**src/rtl/pdm_cic_decimator_if.sv**
```systemverilog
`default_nettype none
// ============================================================================
// Module      : pdm_cic_decimator_if
// Description : PDM microphone link and PCM output strobe of the decimator.
// Revision    : 1.0 - initial release
// ============================================================================
interface pdm_cic_decimator_if;
    logic               sclk;
    logic               dat_i;
    logic               en_i;
    logic signed [15:0] pcm_o;
    logic               pcm_valid_o;

    modport master (
        input  dat_i,
        input  en_i,
        output sclk,
        output pcm_o,
        output pcm_valid_o
    );

    modport slave (
        output dat_i,
        output en_i,
        input  sclk,
        input  pcm_o,
        input  pcm_valid_o
    );
endinterface
`default_nettype wire

```
**src/rtl/pdm_cic_decimator.sv**
```systemverilog
`default_nettype none
// ============================================================================
// Module      : pdm_cic_decimator
// Description : PDM bit-clock generator and 3rd-order CIC decimator to 16-bit PCM.
// Revision    : 1.0 - initial release
// ============================================================================
module pdm_cic_decimator #(
    parameter int CLK_DIV = 25,
    parameter int DEC     = 64
) (
    input  logic                   clk,
    input  logic                   rst_n,
    pdm_cic_decimator_if.master    bus
);

    localparam int c_DEC_W  = $clog2(DEC);
    localparam int c_ACC_W  = 3 * c_DEC_W + 2;
    localparam int c_SHIFT  = c_ACC_W - 17;

    localparam logic [7:0]                c_DIV_LAST = 8'(CLK_DIV - 1);
    localparam logic [c_DEC_W-1:0]        c_DEC_LAST = c_DEC_W'(DEC - 1);
    localparam logic signed [c_ACC_W-1:0] c_PCM_MAX  = c_ACC_W'(32767);
    localparam logic signed [c_ACC_W-1:0] c_PCM_MIN  = c_ACC_W'(-32768);

    logic [7:0]                r_div_cnt;
    logic                      r_sclk;
    logic [1:0]                r_sync;
    logic [c_DEC_W-1:0]        r_dec_cnt;
    logic signed [c_ACC_W-1:0] r_int1, r_int2, r_int3;
    logic signed [c_ACC_W-1:0] r_i3_lat;
    logic signed [c_ACC_W-1:0] r_dly1, r_dly2, r_dly3;
    logic                      r_comb_go;
    logic signed [15:0]        r_pcm;
    logic                      r_pcm_valid;

    logic                      w_div_wrap;
    logic                      w_stb;
    logic signed [c_ACC_W-1:0] w_x;
    logic signed [c_ACC_W-1:0] w_i1n, w_i2n, w_i3n;
    logic signed [c_ACC_W-1:0] w_c1, w_c2, w_c3;
    logic signed [c_ACC_W-1:0] w_scaled;
    logic signed [15:0]        w_pcm_sat;

    assign w_div_wrap = (r_div_cnt == c_DIV_LAST);
    // Sample on the sclk falling transition; the mic drives data on the rise.
    assign w_stb      = bus.en_i & w_div_wrap & r_sclk;

    assign w_x   = r_sync[1] ? {{(c_ACC_W-1){1'b0}}, 1'b1} : {c_ACC_W{1'b1}};
    assign w_i1n = r_int1 + w_x;
    assign w_i2n = r_int2 + w_i1n;
    assign w_i3n = r_int3 + w_i2n;

    assign w_c1     = r_i3_lat - r_dly1;
    assign w_c2     = w_c1 - r_dly2;
    assign w_c3     = w_c2 - r_dly3;
    assign w_scaled = w_c3 >>> c_SHIFT;

    always_comb begin
        w_pcm_sat = w_scaled[15:0];
        if (w_scaled > c_PCM_MAX) begin
            w_pcm_sat = 16'sh7FFF;
        end else if (w_scaled < c_PCM_MIN) begin
            w_pcm_sat = -16'sh8000;
        end
    end

    always_ff @(posedge clk or negedge rst_n) begin
        if (!rst_n) begin
            r_div_cnt   <= '0;
            r_sclk      <= 1'b0;
            r_sync      <= '0;
            r_dec_cnt   <= '0;
            r_int1      <= '0;
            r_int2      <= '0;
            r_int3      <= '0;
            r_i3_lat    <= '0;
            r_dly1      <= '0;
            r_dly2      <= '0;
            r_dly3      <= '0;
            r_comb_go   <= 1'b0;
            r_pcm       <= '0;
            r_pcm_valid <= 1'b0;
        end else begin
            r_sync      <= {r_sync[0], bus.dat_i};
            r_pcm_valid <= 1'b0;
            if (!bus.en_i) begin
                // Idle: clear the filter state but keep the last PCM sample.
                r_div_cnt <= '0;
                r_sclk    <= 1'b0;
                r_dec_cnt <= '0;
                r_int1    <= '0;
                r_int2    <= '0;
                r_int3    <= '0;
                r_i3_lat  <= '0;
                r_dly1    <= '0;
                r_dly2    <= '0;
                r_dly3    <= '0;
                r_comb_go <= 1'b0;
            end else begin
                if (w_div_wrap) begin
                    r_div_cnt <= '0;
                    r_sclk    <= ~r_sclk;
                end else begin
                    r_div_cnt <= r_div_cnt + 8'd1;
                end

                r_comb_go <= 1'b0;
                if (w_stb) begin
                    r_int1 <= w_i1n;
                    r_int2 <= w_i2n;
                    r_int3 <= w_i3n;
                    if (r_dec_cnt == c_DEC_LAST) begin
                        r_dec_cnt <= '0;
                        r_i3_lat  <= w_i3n;
                        r_comb_go <= 1'b1;
                    end else begin
                        r_dec_cnt <= r_dec_cnt + c_DEC_W'(1);
                    end
                end

                if (r_comb_go) begin
                    r_dly1      <= r_i3_lat;
                    r_dly2      <= w_c1;
                    r_dly3      <= w_c2;
                    r_pcm       <= w_pcm_sat;
                    r_pcm_valid <= 1'b1;
                end
            end
        end
    end

    assign bus.sclk        = r_sclk;
    assign bus.pcm_o       = r_pcm;
    assign bus.pcm_valid_o = r_pcm_valid;

endmodule
`default_nettype wire

```
**src/flat_wrapper.sv**
```systemverilog
// flat-port wrapper written by rule: the top's interface ports become plain ports
module pdm_cic_decimator_flat 
#(
    parameter int CLK_DIV = 25,
    parameter int DEC     = 64
)
  (clk, rst_n, bus_dat_i, bus_en_i, bus_sclk, bus_pcm_o, bus_pcm_valid_o);
  pdm_cic_decimator_if bus_i ();
  input  logic clk;
  input  logic rst_n;
  input wire logic [$bits(bus_i.dat_i)-1:0] bus_dat_i;
  input wire logic [$bits(bus_i.en_i)-1:0] bus_en_i;
  output wire logic [$bits(bus_i.sclk)-1:0] bus_sclk;
  output wire logic [$bits(bus_i.pcm_o)-1:0] bus_pcm_o;
  output wire logic [$bits(bus_i.pcm_valid_o)-1:0] bus_pcm_valid_o;
  assign bus_i.dat_i = bus_dat_i;
  assign bus_i.en_i = bus_en_i;
  assign bus_sclk = bus_i.sclk;
  assign bus_pcm_o = bus_i.pcm_o;
  assign bus_pcm_valid_o = bus_i.pcm_valid_o;
  pdm_cic_decimator #(.CLK_DIV(CLK_DIV), .DEC(DEC)) u_core (.clk(clk), .rst_n(rst_n), .bus(bus_i));
endmodule
```
**config.mk**
```make
export PLATFORM = sky130hd
export DESIGN_NAME = pdm_cic_decimator_flat
export DESIGN_NICKNAME = d
export VERILOG_FILES = /design/src/rtl/pdm_cic_decimator_if.sv /design/src/rtl/pdm_cic_decimator.sv /design/src/flat_wrapper.sv
export SDC_FILE = /design/constraint.sdc
export NUM_CORES = 1
export LEC_CHECK = 0
export CELL_PAD_IN_SITES_DETAIL_PLACEMENT = 1
export CELL_PAD_IN_SITES_GLOBAL_PLACEMENT = 1
export CORE_MARGIN = 3
export CORE_UTILIZATION = 25
export CTS_CLUSTER_DIAMETER = 120
export DETAILED_ROUTE_END_ITERATION = 10
export PLACE_DENSITY = 0.59
export SYNTH_ARGS = -nofsm -noshare
export SYNTH_HDL_FRONTEND = slang
export SYNTH_SLANG_ARGS = --single-unit
```
**constraint.sdc**
```tcl
create_clock -name clk -period 5 [get_ports clk]
set_clock_uncertainty 0.1 [all_clocks]
set_input_delay 0.75 -clock clk [delete_from_list [all_inputs] [get_ports clk]]
set_output_delay 0.75 -clock clk [all_outputs]
set_load 0.03 [all_outputs]
```
==> reports/summary.txt, run 1 <==
Status = finished with violations
Failing checks = negative setup slack
Period utilization = 1.08
Worst Path Max Fanout = 4
Max IR drop VDD = 0.000335 V
Avg Inst Size Synth = 8.93 um^2
FMAX = 184 MHz
Filler instances = 5729
Fin. max-slew vios = 0
Die Y = 229 um
Max-Cap Viols = 0
Power per cell area = 418 mW/mm^2
Async S/R FF share, synth = 1.00
Number of synthesized register bits = 175
Top cell type by total area after synthesis = dfrtp_1
Delay of the slowest critical-path stage = 0.41 ns
Setup TNS = -8.14 ns
Post-Syn Area = 0.0125 mm^2
Yosys warns = 0
Post-layout util = 0.354
Core region area = 0.0491 mm^2
DRT antenna net count = 0
Req. time, crit path = 5.25 ns
Cell count after synthesis = 1395
Synth top area share = 0.351
Synthesis-to-finish area growth = 39.4%
Share of layout cells above drive strength 1 = 0.312
TritonCTS buffer count = 17
Grt total ovfl = 0
CTS tree = yes
Final wirelength = 34300 um
Fin cells = 2363
Port bufs = 21
Hpwl dp = 23200 um
Fin crit period = 5.42 ns
Clock transition at the registers of the reported paths = 0.07 ns
Hold Slack = 0.251 ns
First-pass GRT wire length = 56700 um
Critical Path AT = 5.67 ns
Drt drc = 0
Inst Count DP = 2262
Post-synth EDFFs = 0
Nature of the critical path startpoint = flop
Crit. End Element = flop
I/O pins = 22
Hold Path Cell Cnt = 0
N_diodes = 0
Clock Path Buffers = 2
Tightest Pin Transition = 1.08 ns
Number of global-route vias before repair = 11653
Total power draw = 7.26 mW
Clk Latency, worst-skew pair = 0.46 ns
CP max-delay cell = dfrtp_1
Overall routing resource usage = 0.130
Finish-stage setup viols = 29
Routed WL per cell = 14.5 um
FP Rows = 81
Initial antenna violation count = 0
Worst hold-check path type = flop to flop
Die Area = 0.0526 mm^2
WS Path Type = flop to flop
Rel. slew slack = 0.277
Syn nets = 1519
CTS H-tree depth = 4
Initial DRT Pass Iterations = 7
Die width = 229 um
Register-to-Register Path Depth = 30
Synth cell types = 64
DR iter-0 viols = 311
Reported leakage power = 7.96 nW
Initial Util = 0.254
Commonest non-fill, non-tap cells in the layout = buf_4, dfrtp_1, nand2_1, ha_1, inv_1
Pin count of the biggest net entering global routing = 115
Final nets = 1810
Root Buffer = clkbuf_16
Vias = 10762
RSZ-0062 raised after global routing = yes
Via-per-instance ratio = 4.55
Post-synthesis sequential area ratio = 0.351
Commonest non-fill, non-tap cell in the layout = buf_4
Clock sinks = 175
Placer's final routability congestion estimate = 0.795
Post-layout worst setup margin = -0.421 ns
Synth area leaders = dfrtp_1, ha_1, nand2_1
Ys flop type = dfrtp_1
Final Hold Fails = 0
-- cells in the mapped netlist, drive strengths merged (13+ instances only) --
cell / instances
nand2: 166
a31oi: 13
clkbuf: 40
nand2b: 16
xor2: 45
inv: 90
nor2b: 73
o211a: 13
nand3: 32
xnor2: 63
mux2i: 56
ha: 115
a21boi: 43
dfrtp: 175
and2: 25
a21oi: 64
nor3: 25
a21o: 39
and3: 19
nor2: 82
o21ai: 76
o21a: 16
-- area by class of cell --
type | count | area, um^2 | share of cell area
Multi-Input combinational cell | 1081 | 8660 | 0.499
Inverter | 92 | 352 | 0.0202
Sequential cell | 175 | 4380 | 0.252
Clock inverter | 10 | 124 | 0.00713
Clock buffer | 22 | 484 | 0.0279
Timing Repair Buffer | 319 | 2530 | 0.146
Tap cell | 664 | 831 | 0.0478
-- worst max-delay path, delay by kind of cell, from the launching register on --
| family | cells | cell delay, ns |
|---|---|---|
| AO/OA/AOI/OAI | 16 | 2.37 |
| XOR/XNOR | 2 | 0.35 |
| adder cells (fa/ha/maj) | 4 | 1.08 |
| buffers and inverters | 1 | 0.15 |
| flip-flops | 1 | 0.41 |
| multiplexers | 1 | 0.13 |
| AND/OR/NAND/NOR | 6 | 0.71 |
-- sequential cells by signal (all words and copies together) (netlist names) --
| signal | cells |
|---|---|
| u_core.r_dly2 | 20 |
| u_core.bus.pcm_valid_o | 1 |
| u_core.r_int2 | 20 |
| u_core.r_sync | 2 |
| u_core.bus.sclk | 1 |
| u_core.r_int3 | 20 |
| u_core.bus.pcm_o | 16 |
| u_core.r_div_cnt | 8 |
| u_core.r_dec_cnt | 6 |
| u_core.r_dly1 | 20 |
| u_core.r_int1 | 20 |
| u_core.r_i3_lat | 20 |
| u_core.r_comb_go | 1 |
| u_core.r_dly3 | 20 |
-- cells by family after synthesis --
kind of cell | after synthesis | synth area share
muxes | 62 | 0.0504
and+or+nand+nor | 467 | 0.180
adders and majority gates | 120 | 0.124
AOI/OAI and AO/OA | 323 | 0.173
DFF | 175 | 0.351
xor gates and xnor gates | 109 | 0.0790
buffers and inverters | 139 | 0.0426
-- path summary, 6_finish.rpt --
check | startpoint | endpoint | slack [ns]
min in group asynchronous | rst_n | u_core.r_dly3[19]$_DFFE_PN0P_ | 0.35
worst max-delay path | u_core.r_dly1[0]$_DFFE_PN0P_ | u_core.bus.pcm_o[1]$_DFFE_PN0P_ | -0.42
max in group asynchronous | rst_n | u_core.r_i3_lat[12]$_DFFE_PN0P_ | 3.38
worst min-delay path | u_core.r_sync[0]$_DFF_PN0_ | u_core.r_sync[1]$_DFF_PN0_ | 0.25
worst min register to register | u_core.r_sync[0]$_DFF_PN0_ | u_core.r_sync[1]$_DFF_PN0_ | 0.25
worst max register to register | u_core.r_dly1[0]$_DFFE_PN0P_ | u_core.bus.pcm_o[1]$_DFFE_PN0P_ | -0.42
-- routing by layer --
metal  GRT usage  vias up  part of all wire
met2       0.244       55              0.52
met5           0        -                 0
met3      0.0228       23             0.016
met1       0.151     5300              0.45
li1            -     5384                 -
met4      0.0343        0             0.010
-- report_power, final --
group / switching (mW) / total, mW / internal, mW / leakage, nW
logic: 2.11 / 4.39 / 2.28 / 5.24
clock network: 0.631 / 1.43 / 0.796 / 0.294
registers: 0.0118 / 1.44 / 1.43 / 2.43
-- stage by stage --
| step | area (um^2) | setup WS [ns] |
|---|---|---|
| finish | 17400 | -0.421 |
| global route | 17400 | -0.806 |
| CTS | 16500 | -0.481 |
| detailed placement | 15100 | -0.861 |
| global placement | 15100 | -0.791 |
| floorplan | 12500 | -0.141 |
-- repair_timing --
| action | in CTS | in global routing |
|---|---|---|
| buffers inserted | 34 | 38 |
| gates cloned | 0 | 1 |
| pin swaps | 80 | 121 |
| setup endpoints to repair | 33 | 38 |
| hold buffers | 0 | 0 |
| resized for setup | 121 | 136 |
Note: power is estimated with default switching activity, not from simulation.
==> run 2, diff against run 1 <==
--- a/config.mk
+++ b/config.mk
@@ -5,6 +5,7 @@
 export SDC_FILE = /design/constraint.sdc
 export NUM_CORES = 1
 export LEC_CHECK = 0
+export CAP_MARGIN = 20
 export CELL_PAD_IN_SITES_DETAIL_PLACEMENT = 1
 export CELL_PAD_IN_SITES_GLOBAL_PLACEMENT = 1
 export CORE_MARGIN = 3
==> run 2 against run 1 <==
Die area did not move. Routed wire length hardly changed. Setup slack about the same. Power about the same. Non-clock buffer count increased by 1. Flip-flop and latch count did not move. Sequential share of layout area about the same. Critical path depth is the same. Largest cell class unchanged. Final area up 0.16%. Combinational power about the same. Via count is 0.10% higher. Hold slack is essentially flat. The flow still finishes with violations (negative setup slack).
==> reports/summary.txt, run 2 (synthesis results as in run 1) <==
Internal power = 4.51 mW (about the same)
Critical Path AT = 5.67 ns (about the same)
Final nets = 1811 (was 1810)
FP Rows = 81 (unchanged)
Port bufs = 21 (unchanged)
Clock sinks = 175 (unchanged)
Clock transition at the registers of the reported paths = 0.07 ns (about the same)
Hold Startpoint = u_core.r_sync[0]$_DFF_PN0_ (unchanged)
Tightest Pin Transition = 0.974 ns (was 1.08 ns)
N_diodes = 0 (unchanged)
GRT met1 Usage = 0.151 (unchanged)
Clock power share = 0.197 (about the same)
Final Hold Fails = 0 (unchanged)
DRT antenna net count = 0 (unchanged)
Fin. max-slew vios = 0 (unchanged)
Register-to-Register Path Depth = 30 (unchanged)
CP max-delay cell = dfrtp_1 (unchanged)
Hold Crit Endpoint = u_core.r_sync[1]$_DFF_PN0_ (unchanged)
Finish-stage setup viols = 29 (unchanged)
Nature of the critical path startpoint = flop (unchanged)
Req. time, crit path = 5.25 ns (about the same)
GRT Max-Usage Layer = met2 (unchanged)
Initial DRT Pass Iterations = 5 (was 7)
Initial Util = 0.254 (unchanged)
RSZ-0062 raised after global routing = yes (unchanged)
Reg2reg setup slack = -0.42 ns (about the same)
DR iter-0 viols = 276 (was 311)
Grt total ovfl = 0 (unchanged)
Critical Path Start = u_core.r_dly1[0]$_DFFE_PN0P_ (unchanged)
Placer's final routability congestion estimate = 0.795 (unchanged)
Die Y = 229 um (unchanged)
Post-layout util = 0.355 (was 0.354)
Power per cell area = 418 mW/mm^2 (about the same)
Failing checks = negative setup slack (unchanged)
TritonCTS buffer count = 17 (unchanged)
Routed WL per cell = 14.5 um (about the same)
Delay of the slowest critical-path stage = 0.41 ns (about the same)
Reported leakage power = 7.97 nW (was 7.96 nW)
Share of layout cells above drive strength 1 = 0.312 (about the same)
Synthesis-to-finish area growth = 39.6% (was 39.4%)
Root Buffer = clkbuf_16 (unchanged)
First-pass GRT wire length = 56700 um (unchanged)
R2R Path End = u_core.bus.pcm_o[1]$_DFFE_PN0P_ (unchanged)
Commonest non-fill, non-tap cells in the layout = buf_4, dfrtp_1, nand2_1, ha_1, inv_1 (unchanged)
Number of global-route vias before repair = 11653 (unchanged)
CTS H-tree depth = 4 (unchanged)
Core region area = 0.0491 mm^2 (unchanged)
Vias = 10773 (was 10762)
Via-per-instance ratio = 4.56 (was 4.55)
Post-CTS Hold Fix Bufs = 0 (unchanged)
Hold Path Cell Cnt = 0 (unchanged)
Max-Cap Viols = 0 (unchanged)
Fin crit period = 5.42 ns (about the same)
Commonest non-fill, non-tap cell in the layout = buf_4 (unchanged)
Status = finished with violations (unchanged)
Drt drc = 0 (unchanged)
RR Startpoint = u_core.r_dly1[0]$_DFFE_PN0P_ (unchanged)
WS Path Type = flop to flop (unchanged)
GR met3 Demand/Resource = 0.0228 (unchanged)
Clk Latency, worst-skew pair = 0.46 ns (about the same)
Initial antenna violation count = 0 (unchanged)
Comb pwr share = 0.605 (about the same)
Overall routing resource usage = 0.130 (unchanged)
I/O pins = 22 (unchanged)
Sw Share = 0.379 (about the same)
Clock Path Buffers = 2 (unchanged)
Final wirelength = 34300 um (about the same)
CTS tree = yes (unchanged)
Die Area = 0.0526 mm^2 (unchanged)
Grt met2 use = 0.244 (unchanged)
Die width = 229 um (unchanged)
Post-layout worst setup margin = -0.421 ns (about the same)
Worst Path Max Fanout = 4 (unchanged)
Hpwl dp = 23200 um (unchanged)
Crit. End Element = flop (unchanged)
Flop pwr share = 0.198 (about the same)
Pin count of the biggest net entering global routing = 115 (unchanged)
FMAX = 184 MHz (about the same)
P_sw = 2.75 mW (about the same)
Max IR drop VDD = 0.000336 V (was 0.000335 V)
Worst hold-check path type = flop to flop (unchanged)
Setup TNS = -8.12 ns (was -8.14 ns)
Period utilization = 1.08 (about the same)
Rel. slew slack = 0.342 (was 0.277)
-- run 2: area by class of cell --
cell class,count,area [um^2]
clock buffer,22,484
clock inverter,10,124
fill,5723,31700
inverter,92,352
multi-input combinational,1081,8660
sequential,175,4380
tap,664,831
timing repair buffer,320,2560
-- run 2: metal layers --
metal  up-vias  part of all wire
met2        63              0.52
met1      5302              0.45
met3        23             0.018
li1       5385                 -
met5         -                 0
met4         0             0.010
-- run 2: repair_timing --
item	4_1_cts	5_1_grt
endpoints found under the hold margin	0	0
resized for setup	121	135
buffers inserted	34	38
endpoints found under the setup margin	33	38
gates cloned	0	1
pin swaps	80	122
-- run 2: worst max path at each step --
stage | endpoint | slack (ns) | depth (start not counted)
final | u_core.bus.pcm_o[1]$_DFFE_PN0P_ | -0.42 | 30
after floorplan | u_core.r_i3_lat[19]$_DFFE_PN0P_ | -0.14 | 28
after global routing | u_core.bus.pcm_o[13]$_DFFE_PN0P_ | -0.81 | 31
after detailed placement | u_core.bus.pcm_o[14]$_DFFE_PN0P_ | -0.86 | 25
after CTS | u_core.bus.pcm_o[14]$_DFFE_PN0P_ | -0.48 | 30
after global placement | u_core.bus.pcm_o[13]$_DFFE_PN0P_ | -0.79 | 25
-- run 2: through the flow --
| step | hold slack, ns | total power, mW | cells | setup WS [ns] | cell area (um^2) |
|---|---|---|---|---|---|
| floorplan | 0.231 | 3.55 | 1395 | -0.141 | 12500 |
| global placement | 0.243 | 4.94 | 2262 | -0.791 | 15100 |
| detailed placement | 0.236 | 5.04 | 2262 | -0.861 | 15100 |
| CTS | 0.252 | 6.95 | 2327 | -0.481 | 16500 |
| global route | 0.260 | 7.79 | 2364 | -0.806 | 17400 |
| finish | 0.251 | 7.26 | 2364 | -0.421 | 17400 |
-- run 2: worst max-delay path, delay by kind of cell (launching register included) --
kind	cells	cell delay (ns)
XOR/XNOR	2	0.35
buffers and inverters	1	0.15
AO/OA/AOI/OAI	16	2.37
flip-flops	1	0.41
multiplexers	1	0.13
adder cells (fa/ha/maj)	4	1.08
AND/OR/NAND/NOR	6	0.71
-- run 2: power by group through the flow --
stage / Sequential, mW / Combinational (mW) / Clock (mW)
after floorplan: 1.46 / 2.09 / 0
after global placement: 1.47 / 3.47 / 0
after detailed placement: 1.47 / 3.57 / 0
after CTS: 1.44 / 4.02 / 1.49
after global routing: 1.44 / 4.81 / 1.54
final: 1.44 / 4.39 / 1.43
==> run 3, diff against run 2 <==
--- a/config.mk
+++ b/config.mk
@@ -12,7 +12,7 @@
 export CORE_UTILIZATION = 25
 export CTS_CLUSTER_DIAMETER = 120
 export DETAILED_ROUTE_END_ITERATION = 10
-export PLACE_DENSITY = 0.59
+export PLACE_DENSITY_LB_ADDON = 0.1
 export SYNTH_ARGS = -nofsm -noshare
 export SYNTH_HDL_FRONTEND = slang
 export SYNTH_SLANG_ARGS = --single-unit
==> run 3 against run 2 <==
Highest routed layer unchanged. Final cell count is 2.0% higher. Count of clock-buffer cells in the layout grew 2. Die area unchanged. Non-clock buffer count grew 47. The flow still finishes with violations (negative setup slack).
==> reports/summary.txt, run 3 (synthesis results as in run 1) <==
CTS H-tree depth = 4 (unchanged)
Fin cells = 2411 (was 2364)
Initial antenna violation count = 0 (unchanged)
Max-Cap Viols = 0 (unchanged)
R2R Path End = u_core.bus.pcm_o[12]$_DFFE_PN0P_ (was u_core.bus.pcm_o[1]$_DFFE_PN0P_)
Clock Path Buffers = 2 (unchanged)
Failing checks = negative setup slack (unchanged)
Synthesis-to-finish area growth = 43.5% (was 39.6%)
Post-layout worst setup margin = -0.575 ns (was -0.421 ns)
Multi-input logic area = 0.00884 mm^2 (was 0.00866 mm^2)
Commonest non-fill, non-tap cell in the layout = buf_4 (unchanged)
Root Buffer = clkbuf_16 (unchanged)
Req. time, crit path = 5.27 ns (was 5.25 ns)
Routed WL per cell = 15.6 um (was 14.5 um)
Delay of the slowest critical-path stage = 0.41 ns (about the same)
Period utilization = 1.11 (was 1.08)
Fin. max-slew vios = 0 (unchanged)
Max IR drop VDD = 0.000400 V (was 0.000336 V)
P_sw = 3.00 mW (was 2.75 mW)
DRT antenna net count = 0 (unchanged)
Storage element area = 0.00438 mm^2 (unchanged)
Die Area = 0.0526 mm^2 (unchanged)
CP max-delay cell = dfrtp_1 (unchanged)
DP Area = 0.0155 mm^2 (was 0.0151 mm^2)
Finish-stage setup viols = 22 (was 29)
Worst Path Max Fanout = 4 (unchanged)
Grt total ovfl = 0 (unchanged)
Setup TNS = -9.69 ns (was -8.12 ns)
WS Path Type = flop to flop (unchanged)
Share of layout cells above drive strength 1 = 0.341 (was 0.312)
I/O pins = 22 (unchanged)
Post-CTS Hold Fix Bufs = 0 (unchanged)
First-pass GRT wire length = 61400 um (was 56700 um)
Sw Share = 0.385 (was 0.379)
Vias = 10980 (was 10773)
Die width = 229 um (unchanged)
Port bufs = 21 (unchanged)
CTS tree = yes (unchanged)
Fin crit period = 5.57 ns (was 5.42 ns)
Worst hold-check path type = input pin to asynchronous set/reset pin (was flop to flop)
GR met3 Demand/Resource = 0.0261 (was 0.0228)
GRT met1 Usage = 0.173 (was 0.151)
Clock power share = 0.179 (was 0.197)
Clock transition at the registers of the reported paths = 0.07 ns (about the same)
Initial DRT Pass Iterations = 4 (was 5)
Clock sinks = 175 (unchanged)
Inst Count DP = 2311 (was 2262)
RR Startpoint = u_core.r_dly1[0]$_DFFE_PN0P_ (unchanged)
Worst path most repeated cell = o21ai_2
Overall routing resource usage = 0.144 (was 0.130)
Initial Util = 0.254 (unchanged)
Clk Latency, worst-skew pair = 0.48 ns (was 0.46 ns)
FP Rows = 81 (unchanged)
Power per cell area = 435 mW/mm^2 (was 418 mW/mm^2)
Drt drc = 0 (unchanged)
N_diodes = 0 (unchanged)
Final nets = 1859 (was 1811)
TritonCTS buffer count = 17 (unchanged)
Post-layout util = 0.365 (was 0.355)
DR iter-0 viols = 240 (was 276)
Flop pwr share = 0.185 (was 0.198)
Internal power = 4.79 mW (was 4.51 mW)
Reg2reg setup slack = -0.57 ns (was -0.42 ns)
Filler instances = 5658 (was 5723)
Placer's final routability congestion estimate = 0.779 (was 0.795)
Final wirelength = 37500 um (was 34300 um)
Comb pwr share = 0.636 (was 0.605)
Commonest non-fill, non-tap cells in the layout = buf_4, dfrtp_1, nand2_1, ha_1, inv_1 (unchanged)
Rel. slew slack = 0.290 (was 0.342)
Register-to-Register Path Depth = 28 (was 30)
Critical Path AT = 5.85 ns (was 5.67 ns)
Final Hold Fails = 0 (unchanged)
FMAX = 179 MHz (was 184 MHz)
Hold Slack = 0.202 ns (was 0.251 ns)
Die Y = 229 um (unchanged)
Nature of the critical path startpoint = flop (unchanged)
Via-per-instance ratio = 4.55 (was 4.56)
RSZ-0062 raised after global routing = yes (unchanged)
Pre-CTS worst setup slack = -0.741 ns (was -0.861 ns)
Core region area = 0.0491 mm^2 (unchanged)
Reported leakage power = 8.30 nW (was 7.97 nW)
Number of global-route vias before repair = 11902 (was 11653)
Grt met2 use = 0.262 (was 0.244)
Tightest Pin Transition = 1.06 ns (was 0.974 ns)
Final Cell Area = 0.0179 mm^2 (was 0.0174 mm^2)
Pin count of the biggest net entering global routing = 80 (was 115)
Total power draw = 7.79 mW (was 7.26 mW)
Crit. End Element = flop (unchanged)
GRT Max-Usage Layer = met2 (unchanged)
Status = finished with violations (unchanged)
Hpwl dp = 26000 um (was 23200 um)
run 3: cell types whose count changed in the layout (fill, tap and decap cells not counted), moves of 4 or more:
| cell | change |
|---|---|
| xnor2_1 | -7 |
| nor2_2 | +6 |
| o21ai_0 | +4 |
| clkinv_2 | +4 |
| nor2_1 | -5 |
| buf_4 | +49 |
| nand2_1 | -7 |
| inv_6 | -4 |
| nor3_1 | -5 |
| o21ai_2 | -6 |
| xnor2_2 | +6 |
| nand2_2 | +4 |
run 3: worst max path at each step:
stage	startpoint	to	slack [ns]	cells after the start
floorplan	u_core.r_sync[1]$_DFF_PN0_	u_core.r_i3_lat[19]$_DFFE_PN0P_	-0.14	28
global placement	u_core.r_dly1[0]$_DFFE_PN0P_	u_core.bus.pcm_o[14]$_DFFE_PN0P_	-0.73	28
detailed placement	u_core.r_dly1[0]$_DFFE_PN0P_	u_core.bus.pcm_o[5]$_DFFE_PN0P_	-0.74	28
CTS	u_core.r_dly1[0]$_DFFE_PN0P_	u_core.bus.pcm_o[2]$_DFFE_PN0P_	-0.59	31
global route	u_core.r_dly1[0]$_DFFE_PN0P_	u_core.bus.pcm_o[1]$_DFFE_PN0P_	-0.87	28
finish	u_core.r_dly1[0]$_DFFE_PN0P_	u_core.bus.pcm_o[12]$_DFFE_PN0P_	-0.57	28
run 3: critical path: cells and delay by family (launching register included):
family / cells / cell delay, ns
AO/OA/AOI/OAI: 16 / 2.73
XOR/XNOR: 3 / 0.54
adder cells (fa/ha/maj): 4 / 1.06
buffers and inverters: 3 / 0.39
flip-flops: 1 / 0.41
AND/OR/NAND/NOR: 2 / 0.22
run 3: timing repair:
| item | CTS | global route |
|---|---|---|
| pin swaps | 95 | 120 |
| buffers inserted | 39 | 31 |
| setup endpoints to repair | 34 | 39 |
| cloned | 1 | 1 |
| resized for setup | 120 | 161 |
run 3: routing by layer:
layer,share of wire,wire [um]
met3,0.016,609
met1,0.45,16800
met5,0,0
met2,0.52,19500
met4,0.015,574
run 3: area by class of cell:
type / instances / share of cell area
Timing Repair Buffer: 367 / 0.162
Clock inverter: 7 / 0.00476
Inverter: 92 / 0.0197
Clock buffer: 24 / 0.0269
Sequential cell: 175 / 0.245
Tap cell: 664 / 0.0465
Multi-Input combinational cell: 1082 / 0.495
run 3: power groups by stage:
stage          Sequential (mW)  Combinational, mW  Clock, mW
3_3_place_gp              1.47               3.81          0
3_5_place_dp              1.47               3.86          0
5_1_grt                   1.44               5.38       1.51
6_report                  1.44               4.95       1.39
2_1_floorplan             1.46               2.09          0
4_1_cts                   1.44               4.34       1.47
